<file path="src/rtl/regfile_write_queue_pkg.sv">
// +------------------------------------------------------------------+
// | regfile_write_queue_pkg : shared processor widths and defaults   |
// | Rev 1.0                                                          |
// +------------------------------------------------------------------+
`default_nettype none

package regfile_write_queue_pkg;
  localparam int CPU_XLEN  = 64;
  localparam int REG_AW    = 5;
  localparam int WBQ_DEPTH = 4;
endpackage

`default_nettype wire

</file>
<file path="src/rtl/regfile_write_queue_fwd_match.sv">
// +------------------------------------------------------------------+
// | wbq_fwd_match : youngest-match lookup over age-ordered entries   |
// | Rev 1.0                                                          |
// +------------------------------------------------------------------+
`default_nettype none

module wbq_fwd_match
  import regfile_write_queue_pkg::*;
#(
  parameter int XLEN    = CPU_XLEN,
  parameter int ENTRIES = WBQ_DEPTH + 1
) (
  input  logic [REG_AW-1:0]              i_rs,
  input  logic [ENTRIES-1:0]             i_valid,
  input  logic [ENTRIES-1:0][REG_AW-1:0] i_rd,
  input  logic [ENTRIES-1:0][XLEN-1:0]   i_data,
  output logic                           o_hit,
  output logic [XLEN-1:0]                o_data
);

  // Entry 0 is the oldest; later matches override earlier ones.
  always_comb begin
    o_hit  = 1'b0;
    o_data = '0;
    if (i_rs != '0) begin
      for (int i = 0; i < ENTRIES; i++) begin
        if (i_valid[i] && (i_rd[i] == i_rs)) begin
          o_hit  = 1'b1;
          o_data = i_data[i];
        end
      end
    end
  end

endmodule

`default_nettype wire

</file>
<file path="src/rtl/regfile_write_queue.sv">
// +------------------------------------------------------------------+
// | regfile_write_queue : retire-to-regfile write FIFO w/ forwarding |
// | Rev 1.0                                                          |
// +------------------------------------------------------------------+
`default_nettype none

module regfile_write_queue
  import regfile_write_queue_pkg::*;
#(
  parameter int XLEN  = CPU_XLEN,
  parameter int DEPTH = WBQ_DEPTH
) (
  input  logic                  clk,
  input  logic                  reset,
  input  logic                  wb_valid,
  output logic                  wb_ready,
  input  logic [REG_AW-1:0]     wb_rd,
  input  logic [XLEN-1:0]       wb_data,
  input  logic                  drain_hold,
  output logic                  RegWrite,
  output logic [REG_AW-1:0]     RD,
  output logic [XLEN-1:0]       WriteData,
  input  logic [REG_AW-1:0]     RS1,
  input  logic [REG_AW-1:0]     RS2,
  output logic                  fwd1_hit,
  output logic                  fwd2_hit,
  output logic [XLEN-1:0]       fwd1_data,
  output logic [XLEN-1:0]       fwd2_data,
  output logic [$clog2(DEPTH):0] count
);

  localparam int             c_pw    = $clog2(DEPTH);
  localparam int             c_cw    = c_pw + 1;
  localparam logic [c_cw-1:0] c_depth = c_cw'(DEPTH);

  logic [REG_AW-1:0] r_rd_q   [DEPTH];
  logic [XLEN-1:0]   r_data_q [DEPTH];
  logic [c_pw-1:0]   r_wptr;
  logic [c_pw-1:0]   r_rptr;
  logic [c_cw-1:0]   r_count;

  logic w_accept;
  logic w_push;
  logic w_pop;

  assign wb_ready = (r_count < c_depth);
  assign w_accept = wb_valid && wb_ready;
  assign w_push   = w_accept && (wb_rd != '0);
  // Pop decision uses pre-edge occupancy, so a write into an empty queue waits one edge.
  assign w_pop    = (r_count != '0) && !drain_hold;
  assign count    = r_count;

  always_ff @(posedge clk) begin
    if (reset) begin
      r_wptr    <= '0;
      r_rptr    <= '0;
      r_count   <= '0;
      RegWrite  <= 1'b0;
      RD        <= '0;
      WriteData <= '0;
    end else begin
      RegWrite <= w_pop;
      if (w_pop) begin
        RD        <= r_rd_q[r_rptr];
        WriteData <= r_data_q[r_rptr];
        r_rptr    <= r_rptr + 1'b1;
      end
      if (w_push) begin
        r_wptr <= r_wptr + 1'b1;
      end
      case ({w_push, w_pop})
        2'b10:   r_count <= r_count + 1'b1;
        2'b01:   r_count <= r_count - 1'b1;
        default: r_count <= r_count;
      endcase
    end
  end

  // Storage carries no reset; validity lives entirely in count and pointers.
  always_ff @(posedge clk) begin
    if (w_push) begin
      r_rd_q[r_wptr]   <= wb_rd;
      r_data_q[r_wptr] <= wb_data;
    end
  end

  logic [DEPTH:0]             w_age_valid;
  logic [DEPTH:0][REG_AW-1:0] w_age_rd;
  logic [DEPTH:0][XLEN-1:0]   w_age_data;

  assign w_age_valid[0] = RegWrite;
  assign w_age_rd[0]    = RD;
  assign w_age_data[0]  = WriteData;

  generate
    for (genvar i = 0; i < DEPTH; i++) begin : g_age
      logic [c_pw-1:0] w_idx;
      assign w_idx            = r_rptr + c_pw'(i);
      assign w_age_valid[i+1] = (c_cw'(i) < r_count);
      assign w_age_rd[i+1]    = r_rd_q[w_idx];
      assign w_age_data[i+1]  = r_data_q[w_idx];
    end
  endgenerate

  wbq_fwd_match #(.XLEN(XLEN), .ENTRIES(DEPTH + 1)) u_fwd1 (
    .i_rs    (RS1),
    .i_valid (w_age_valid),
    .i_rd    (w_age_rd),
    .i_data  (w_age_data),
    .o_hit   (fwd1_hit),
    .o_data  (fwd1_data)
  );

  wbq_fwd_match #(.XLEN(XLEN), .ENTRIES(DEPTH + 1)) u_fwd2 (
    .i_rs    (RS2),
    .i_valid (w_age_valid),
    .i_rd    (w_age_rd),
    .i_data  (w_age_data),
    .o_hit   (fwd2_hit),
    .o_data  (fwd2_data)
  );

endmodule

`default_nettype wire

</file>
<file path="config.mk">
export PLATFORM = sky130hd
export DESIGN_NAME = regfile_write_queue
export DESIGN_NICKNAME = d
export VERILOG_FILES = /design/src/rtl/regfile_write_queue_pkg.sv /design/src/rtl/regfile_write_queue_fwd_match.sv /design/src/rtl/regfile_write_queue.sv
export SDC_FILE = /design/constraint.sdc
export NUM_CORES = 1
export LEC_CHECK = 0
export CAP_MARGIN = 20
export CORE_MARGIN = 3
export CORE_UTILIZATION = 50
export CTS_CLUSTER_SIZE = 28
export DETAILED_ROUTE_END_ITERATION = 12
export PLACE_DENSITY = 0.83
export SYNTH_ARGS = -nofsm -noshare
export SYNTH_HDL_FRONTEND = slang
export SYNTH_SLANG_ARGS = --single-unit
</file>
<file path="constraint.sdc">
create_clock -name clk -period 3.15 [get_ports clk]
set_clock_uncertainty 0.1 [all_clocks]
set_input_delay 0.4725 -clock clk [delete_from_list [all_inputs] [get_ports clk]]
set_output_delay 0.4725 -clock clk [all_outputs]
set_load 0.05 [all_outputs]
</file>
==> run summary <==
The async set-or-reset flop fraction in the synthesized netlist came out at 0. The largest net degree at the start of global routing came out at 110. In this run the worst hold path is classified as primary input to register. Setup repair after global routing could not meet its margin everywhere. The first global-routing pass estimated 136000 um of wire.

Derived from the worst setup path, the maximum achievable clock frequency is ~230 MHz. Summed over all nets, the switching power comes to 10.3 mW. The row count is 80.

STA classifies the critical path endpoint as an output port. The final number of hold-violating endpoints came out at 0. The core occupancy in the finished layout is 0.738. The routed length per placed instance is 33.5 um. The maximum clock path buffer count came out at 3. The checks that failed: setup timing.

From synthesis to final layout, the design area changed by 45.1%. Yosys printed 0 warnings. The later pin in the worst-skew pair is clocked with a latency of 0.57 ns. Prior to clock tree synthesis, the placed netlist has a worst setup slack of -0.422 ns. The proportion of netlist area held by the largest area contributor is 0.339.

The fraction of final layout cells with drive strength greater than 1 is 0.511. The number of top-level design ports is between 200 and 300. Across the run, the number of max-cap violations was 0. The cell leakage power is 11.4 nW.

The average vias per placed instance is a little under 8. The y dimension of the die is 227 um. The flip-flop cell with the highest count after synthesis is edfxtp_1. The number of nets at the end of the flow is 2285. The relative slew slack came out at 0.213. The number of antenna violations at the first check in global routing is 8. The number of port buffers is 286. The detail route stage leaves a number of antenna-violating nets equal to 0. The hold slack came out at around 0.35 ns. In this run the clock root is driven by a clkbuf_16. The post-DP HPWL came out at 56300 um. The leftover overflow at the end of global routing came out at 0. TritonCTS built the clock tree. The flip-flop and latch count after synthesis came out at 355. The clock transition at the registers of the reported paths came out at 0.06 ns.

The core area came out at 48000 sq um. The synthesized netlist net count is 1922. The number of buffers added by the clock tree synthesis step is roughly 40. The number of sinks driven by the clock tree came out at roughly 360.

The length of the first detailed-routing pass in iterations is 6. The proportion of synthesized chip area in sequential cells is 0.404. The maximum ir drop on the vdd rail is about 0.00049 V. Subtracting the final worst setup slack from the clock period gives 4.26 ns. The final routed wirelength across all metal layers is between 90000 and 100000 um. The sequential fraction of design power is 0.266. The run finished, with violations left.

The synthesized design contains roughly 280 enable-type register cells. The number of distinct library cell variants in the gate-level netlist after synthesis came out at 58. The transition time at the pin with the least slew margin is about 1.2 ns. The width of the chip is 227 um. For this design the ratio of total power to cell area is 692 nW/um^2.

The summed instance area of the synthesized netlist is about 24000 sq um. The area of the die is 51600 sq um. The worst setup slack after layout came out at -1.11 ns. For this block, the initial DRC count from the detailed router was about 3.7k. The cell-internal power is 14.3 mW.

The worst path arrival time came out at 3.68 ns. After technology mapping, the gate count stands at around 1.8k. The worst setup path is launched from a register.

In this run the worst path has a maximum fanout of 30. The final setup violation count is 130. The combinational fraction of design power is 0.535.

The setup TNS came out at -110.38 ns. The synthesized design spends more area on one cell type than any other, namely edfxtp_1. The via count of the first global-routing pass is 22.0k. Data on the critical path is required at its endpoint by 2.58 ns. In the post-synthesis netlist, the biggest area contributors are edfxtp_1, mux4_2, dfxtp_1. A synthesized cell averages 13.4 sq um. The routed layout has 22.1k vias. The number of levels in the clock H-tree is 2.

The total global routing track utilization came out at 0.349. Of the total power, the share spent switching nets is 0.418. The fraction of the cycle the final worst path needs is 1.35.

The global placer's final weighted congestion is 0.919. The worst setup path is of the register to output port kind. The number of pins with negative max-slew slack in the final report came to 0. For this configuration, the core starts out at a cell density of 0.509. The number of design rule violations left after detail routing is 0. The share of total power dissipated in the clock network is 0.199.
per-layer routing:
| metal | routed length, um | GRT usage |
|---|---|---|
| met5 | 9 | 0 |
| met4 | 6320 | 0.189 |
| met3 | 12800 | 0.0949 |
| met2 | 45400 | 0.559 |
| met1 | 31000 | 0.435 |
layout by cell type, fill, tap and decap left out, types with 4 or more instances in the layout:
master	Yosys	routed
a32oi_2	0	9
a221oi_4	0	37
dfxtp_1	79	72
nor2_1	98	96
buf_16	0	8
clkdlybuf4s50_1	0	155
clkbuf_1	96	7
buf_6	18	12
a221oi_2	60	89
diode_2	0	9
clkinv_2	0	11
xnor2_1	30	29
edfxtp_1	276	276
buf_8	0	5
and2_4	1	6
nand2_1	144	144
clkbuf_8	0	4
buf_4	80	179
nor3_1	50	48
buf_12	6	231
nand3_1	4	4
o31ai_4	0	90
mux4_2	276	276
clkbuf_16	0	54
a32oi_1	128	119
mux2i_1	7	7
xor2_1	25	21
o31ai_2	50	38
clkinvlp_4	0	5
dfxtp_4	0	4
or2_2	40	40
ha_1	9	9
a21oi_1	71	70
inv_1	7	6
state kept, by name, indices dropped and copies added, names as in the netlist, named ones only:
register   cells
r_wptr         2
r_rd_q        20
count          3
r_rptr         2
RegWrite       1
RD             5
WriteData     64
r_data_q     256
critical path, cell delays in order (launching register included):
cell      delay [ns]
edfxtp_1        0.42
buf_4           0.16
mux4_2          0.49
xor2_1          0.17
nor2_1          0.36
a31oi_4         0.19
buf_12          0.22
a32oi_1         0.67
o31ai_4         0.19
buf_12          0.20
cell type report:
class                   count  area, sq um
multi-input cells        1185        15200
well taps                 615          769
clock inverters            22          199
diodes                      9         22.5
repair buffers            602         8260
fillers                  2602        12600
clock buffers              54         1160
inverters                   8         35.0
flip-flops and latches    355         9890
cell families (layout without fill, tap and decap cells):
group / count (synthesis) / after routing / share of synthesized area
AND/OR/NAND/NOR: 367 / 367 / 0.0682
adder cells (fa/ha/maj): 9 / 9 / 0.00461
XOR/XNOR: 56 / 56 / 0.0204
multiplexers: 283 / 283 / 0.257
AO/OA/AOI/OAI: 470 / 470 / 0.176
flip-flops: 355 / 355 / 0.404
buffers and inverters: 290 / 686 / 0.0696
other: 0 / 9 / 0
cells in the mapped netlist, types with 2 or more instances:
| cell | number |
|---|---|
| nor4_1 | 3 |
| a221oi_2 | 60 |
| and2_1 | 5 |
| a32oi_1 | 128 |
| buf_4 | 80 |
| inv_1 | 7 |
| nand3b_1 | 2 |
| a31oi_2 | 2 |
| o31ai_1 | 78 |
| nand4_1 | 3 |
| or3_1 | 2 |
| xor2_1 | 25 |
| nor3_1 | 50 |
| xnor2_1 | 30 |
| clkbuf_1 | 96 |
| mux2i_1 | 7 |
| buf_2 | 64 |
| mux4_2 | 276 |
| edfxtp_1 | 276 |
| nand2_1 | 144 |
| nor3_2 | 2 |
| or2_2 | 40 |
| a221oi_1 | 68 |
| or4_1 | 2 |
| buf_12 | 6 |
| ha_1 | 9 |
| o31ai_2 | 50 |
| nand3_1 | 4 |
| o21ai_0 | 2 |
| or2_1 | 2 |
| buf_1 | 18 |
| nor2_1 | 98 |
| dfxtp_1 | 79 |
| a21oi_1 | 71 |
| buf_6 | 18 |
final timing paths:
| check | slack (ns) | from | end | cells after the start |
|---|---|---|---|---|
| max | -1.11 | r_rd_q[3][3] | fwd2_data[13] | 9 |
| min | 0.35 | reset | WriteData[40] | 2 |
| min reg2reg | 0.42 | WriteData[2] | WriteData[2] | 2 |
| max reg2reg | 0.66 | count[1] | WriteData[42] | 6 |
metrics by stage:
step                      cell area, sq um  cells  total power [mW]
after floorplan                      25600   1830              14.3
after global placement               32100   2712              18.1
after detailed placement             32100   2712              18.5
after CTS                            34500   2812              23.7
after global routing                 35500   2848              25.2
final                                35500   2850              24.6
power by group through the flow:
| stage | registers (mW) | logic [mW] | clock network (mW) |
|---|---|---|---|
| after detailed placement | 6.50 | 12.0 | 0 |
| after global routing | 6.58 | 13.6 | 5.09 |
| final | 6.53 | 13.1 | 4.89 |
| after floorplan | 6.26 | 8.07 | 0 |
| after global placement | 6.41 | 11.7 | 0 |
| after CTS | 6.44 | 12.4 | 4.87 |
repair_timing:
action / CTS / global route
setup endpoints to repair: 130 / 130
gates resized for setup: 92 / 77
buffers inserted: 18 / 25
cloned: 6 / 8
pin swaps: 22 / 31
hold buffers: 0 / 0
No activity file was read; power rests on OpenSTA's default activity.
